## config.mk

```make
export PLATFORM = sky130hd
export DESIGN_NAME = register_writeback_stage
export DESIGN_NICKNAME = d
export VERILOG_FILES = /design/src/rtl/register_writeback_stage.sv
export SDC_FILE = /design/constraint.sdc
export NUM_CORES = 1
export LEC_CHECK = 0
export CAP_MARGIN = 0
export CORE_MARGIN = 5
export CORE_UTILIZATION = 35
export DETAILED_ROUTE_END_ITERATION = 16
export PLACE_DENSITY_LB_ADDON = 0.1
export SYNTH_ARGS = -nofsm -noshare
export SYNTH_HDL_FRONTEND = slang
export SYNTH_SLANG_ARGS = --single-unit
export TNS_END_PERCENT = 5
```

## constraint.sdc

```tcl
create_clock -name Clock -period 2.7 [get_ports Clock]
set_input_delay 0.54 -clock Clock [delete_from_list [all_inputs] [get_ports Clock]]
set_output_delay 0.54 -clock Clock [all_outputs]
set_load 0.005 [all_outputs]
```

## src/rtl/register_writeback_stage.sv

```systemverilog
// Writeback stage: one-entry pipeline register ahead of the register file and flags
// register, with bypassed combinational read ports. Flags bits: [4]C [3]Z [2]N [1]V [0]P.
module register_writeback_stage #(
  parameter int DataWidth = 16,
  parameter int RegCount  = 8,
  parameter int AddrWidth = $clog2(RegCount),
  parameter int FlagWidth = 5
) (
  input  logic                 Clock,
  input  logic                 nReset,
  input  logic                 InValid,
  output logic                 InReady,
  input  logic                 Hold,
  input  logic                 InWriteReg,
  input  logic                 InWriteFlags,
  input  logic [AddrWidth-1:0] InAddr,
  input  logic [DataWidth-1:0] InResult,
  input  logic [FlagWidth-1:0] InFlags,
  input  logic [AddrWidth-1:0] SrcAddr,
  input  logic [AddrWidth-1:0] DestAddr,
  output logic [DataWidth-1:0] OutSrc,
  output logic [DataWidth-1:0] OutDest,
  output logic [FlagWidth-1:0] OutFlags,
  output logic                 Busy
);

  logic                 p_valid;
  logic                 p_write_reg;
  logic                 p_write_flags;
  logic [AddrWidth-1:0] p_addr;
  logic [DataWidth-1:0] p_data;
  logic [FlagWidth-1:0] p_flags;

  logic [DataWidth-1:0] regs [RegCount];
  logic [FlagWidth-1:0] flags_q;

  logic capture;
  logic p_addr_ok;
  logic src_ok;
  logic dest_ok;
  logic src_hit;
  logic dest_hit;

  assign InReady  = ~Hold;
  assign capture  = InValid & ~Hold;
  assign Busy     = p_valid;

  assign p_addr_ok = int'(p_addr) < RegCount;
  assign src_ok    = int'(SrcAddr) < RegCount;
  assign dest_ok   = int'(DestAddr) < RegCount;
  assign src_hit   = p_valid & p_write_reg & (p_addr == SrcAddr);
  assign dest_hit  = p_valid & p_write_reg & (p_addr == DestAddr);

  // P lives exactly one cycle; a new capture may overlap the commit of the previous one.
  always_ff @(posedge Clock or negedge nReset) begin
    if (!nReset) begin
      p_valid       <= 1'b0;
      p_write_reg   <= 1'b0;
      p_write_flags <= 1'b0;
      p_addr        <= '0;
      p_data        <= '0;
      p_flags       <= '0;
    end else begin
      p_valid <= capture;
      if (capture) begin
        p_write_reg   <= InWriteReg;
        p_write_flags <= InWriteFlags;
        p_addr        <= InAddr;
        p_data        <= InResult;
        p_flags       <= InFlags;
      end
    end
  end

  always_ff @(posedge Clock or negedge nReset) begin
    if (!nReset) begin
      for (int i = 0; i < RegCount; i++) begin
        regs[i] <= '0;
      end
      flags_q <= '0;
    end else if (p_valid) begin
      if (p_write_reg && p_addr_ok) begin
        regs[p_addr] <= p_data;
      end
      if (p_write_flags) begin
        flags_q <= p_flags;
      end
    end
  end

  // Bypass only from P, never from the In* ports, to keep the ALU loop registered.
  always_comb begin
    OutSrc = '0;
    if (src_ok) begin
      OutSrc = src_hit ? p_data : regs[SrcAddr];
    end
  end

  always_comb begin
    OutDest = '0;
    if (dest_ok) begin
      OutDest = dest_hit ? p_data : regs[DestAddr];
    end
  end

  assign OutFlags = (p_valid & p_write_flags) ? p_flags : flags_q;

endmodule
```

==> out/qor.tcl <==
set qor(cp_max_stage_cell) {mux4_1}
set qor(crit_fanout) 8
set qor(detail_route.wl_per_cell_um) 24.3
set qor(io-pin-count) 75
set qor(cp.arrival_ns) 2.17
set qor(first_pass_iters) 5
set qor(endpoint_kind) {primary output}
set qor(overflow) 0
set qor(largest_reg_flops) 128
set qor(netlist-cell-type-count) 21
set qor(floorplan.die_area_mm2) 0.0280
set qor(start_util_pct) 35.6
set qor(path_type_of_the_worst_setup_path) {in2out}
set qor(netlist.top_cell.by_area) {dfrtp_1}
set qor(detail_route.vias_per_cell) 5.34
set qor(normalized_max_slew_margin_pct) 71.7
set qor(fin_area_mm2) 0.0112
set qor(die_h_um) 167
set qor(ys_seq_elements) 160
set qor(clock_sinks) 160
set qor(cap_violations) 0
set qor(syn-num-nets) 561
set qor(final_critical_path_setup_slack_ns) -0.00778
set qor(regArea_mm2) 0.00401
set qor(synth-edff-count) 0
set qor(detail-route-antenna-nets) 0
set qor(clk_transition_reported_paths_ns) 0.07
set qor(placed_cells_incl_taps) 917
set qor(stdcell_count) 991
set qor(period_share_pct) 100
set qor(yosysSeqAreaShare_pct) 46.2
set qor(insertion_delay_ns) 0.43
set qor(setup.worst_path.start_class) {input port}
set qor(critPathMostFrequentCell) {mux2_2}
set qor(num_vias) 5292
set qor(cts_made_buffers) 17
set qor(crit_path_cell_trace) {buf_12, buf_16, mux4_1, mux2_2, mux2_2, dlygate4sd2_1}
set qor(htreeDepth) 4
set qor(synthesis.area_mm2) 0.00866
set qor(powerDensity_mw_per_mm2) 851
set qor(io_buffers) 74
set qor(cpPeakStageDelay_ns) 0.55
set qor(largest_register) {regs}
set qor(cts.root.buffer_cell) {clkbuf_16}
set qor(violations) {negative setup slack}
set qor(synth.top_cell.area_share_pct) 46.2
set qor(max_freq_ghz) 0.369
set qor(report.final.setup_viol) 2
set qor(synth.most_common_cell) {mux2_2}
set qor(synth_area_leaders) {dfrtp_1, mux2_2, mux4_1}
set qor(layout_top_registers) {regs x128, p_data x16}
set qor(static_leakage_nw) 5.07
set qor(vias_in_the_first_global_route) 5801
set qor(total_power_w) 0.00950
set qor(die_x_um) 167
set qor(core.rowCount) 57
set qor(multi_input_comb_area_mm2) 0.00432
set qor(ys_async_sr_fraction_pct) 100
set qor(peakVddDrop_uv) 432
set qor(postSynthAreaPerCell_um2) 16.5
set qor(design.core.area_mm2) 0.0243
set qor(min-delay-path-class) {in2async}
set qor(nets) 690
set qor(worst_tran_pin_value_ns) 0.424
set qor(placedInstanceArea_mm2) 0.0100
set qor(fin_worst_skew_ns) 0.0117
set qor(crit_required_ns) 2.16
set qor(synthFlopType) {dfrtp_1}
set qor(grt_start_max_net_pins) 66
set qor(core_utilization_of_the_finished_layout_pct) 45.9
set qor(place_congestion) 0.713
set qor(global_route_wire_length_before_repair_um) 37500
set qor(drive_above_1_share_pct) 62.2
set qor(fillerInstances) 2132
set qor(yosysWarnings) 0
set qor(route.detailed.drc) 0
set qor(run_status) {finished with violations}
set qor(grt_antenna_before_repair) 0
set qor(finalHoldViolations) 0
set qor(area_growth_syn_to_layout_pct) 28.9
set qor(shortest_period_the_worst_path_allows_ns) 2.71
set qor(grt_use_total_pct) 17.7
set qor(dpl.hpwl_um) 14600
set qor(cts_hold_buf) 0
set qor(final-max-slew-violation-count) 0
set qor(totalWireLength_um) 24100
set qor(num_antenna_cells) 0
set qor(grt_setup_unrepaired) {true}
set qor(tritoncts) {yes}
set qor(initialDrtViolationCount) 213
set qor(synthesis.instances) 525
set qor(synth.top_cells.by_count) {mux2_2, dfrtp_1, mux4_1}
set qor(cts_max_path_buffers) 2
[area by class of cell]
| cell class | instances | area share (%) |
|---|---|---|
| multi-input combinational | 311 | 38.7 |
| inverter | 1 | 0.0336 |
| clock buffer | 18 | 3.94 |
| tap | 324 | 3.63 |
| clock inverter | 14 | 1.49 |
| timing repair buffer | 163 | 16.3 |
| sequential | 160 | 35.9 |
[power by group]
part           switching (W)  leakage, nW  internal, W
clock                0.00108        0.294      0.00142
sequential          0.000706         2.03      0.00327
combinational       0.000871         2.74      0.00214
[repair_timing]
item	4_1_cts	5_1_grt
hold endpoints to repair	0	0
buffers inserted	31	3
resized for setup	153	45
gates cloned	8	0
pin swaps	2	3
endpoints found under the setup margin	32	32
[stage by stage]
| stage | setup WS (ns) | TNS [ns] | hold slack (ns) |
|---|---|---|---|
| 4_1_cts | -0.0812 | -0.781 | 0.0413 |
| 5_1_grt | -0.0576 | -0.450 | 0.0618 |
| 3_3_place_gp | -0.574 | -16.17 | 0.481 |
| 6_report | -0.00778 | -0.0148 | 0.0357 |
| 2_1_floorplan | 0.253 | 0 | 0.244 |
| 3_5_place_dp | -0.560 | -15.84 | 0.487 |
[path summary, 6_finish.rpt]
path	endpoint	startpoint	slack, ns	depth (start not counted)
worst max-delay path	OutSrc[10]	SrcAddr[0]	-0.008	6
worst min-delay path	p_data[10]$_DFFE_PN0P_	nReset	0.04	1
worst max register to register	regs[125]$_DFFE_PN0P_	p_addr[0]$_DFFE_PN0P_	0.98	4
worst min register to register	flags_q[0]$_DFFE_PN0P_	flags_q[0]$_DFFE_PN0P_	0.50	1
max in group asynchronous	p_addr[2]$_DFFE_PN0P_	nReset	1.93	2
min in group Clock	flags_q[0]$_DFFE_PN0P_	flags_q[0]$_DFFE_PN0P_	0.50	1
[layout by cell type, fill, tap and decap left out, drive strengths merged]
| cell type | Yosys | routed |
|---|---|---|
| nor2 | 6 | 6 |
| and2 | 1 | 1 |
| nand2 | 2 | 2 |
| bufinv | 0 | 2 |
| bufbuf | 0 | 1 |
| buf | 24 | 105 |
| nand2b | 2 | 2 |
| clkdlybuf4s50 | 0 | 35 |
| dfrtp | 160 | 160 |
| clkbuf | 29 | 32 |
| nand3b | 1 | 1 |
| nand4 | 2 | 2 |
| or3 | 2 | 2 |
| clkinvlp | 0 | 2 |
| dlymetal6s2s | 0 | 1 |
| inv | 1 | 10 |
| nor2b | 1 | 1 |
| xnor2 | 6 | 6 |
| mux4 | 64 | 64 |
| nand3 | 1 | 1 |
| mux2 | 223 | 223 |
| dlygate4sd2 | 0 | 3 |
| clkdlybuf4s15 | 0 | 4 |
| clkinv | 0 | 1 |
[cells by family (layout without fill, tap and decap cells)]
| group | Yosys count | in the layout | share of synthesized area (%) |
|---|---|---|---|
| mux | 287 | 287 | 48.7 |
| simple gates | 18 | 18 | 1.07 |
| flops | 160 | 160 | 46.2 |
| xor+xnor | 6 | 6 | 0.607 |
| buf+inv | 54 | 196 | 3.34 |
[critical path: cells and delay by family]
| family | cells | cell delay (ns) |
|---|---|---|
| multiplexers | 3 | 1.08 |
| buffers and inverters | 3 | 0.54 |
[routing by layer]
| layer | global-route usage [%] | wire [um] | up-vias |
|---|---|---|---|
| met4 | 4.76 | 353 | 0 |
| li1 | - | - | 2276 |
| met2 | 29.4 | 12100 | 94 |
| met1 | 24.6 | 11100 | 2899 |
| met3 | 2.50 | 562 | 23 |
| met5 | 0 | 0 | - |
Note: power is estimated with default switching activity, not from simulation.
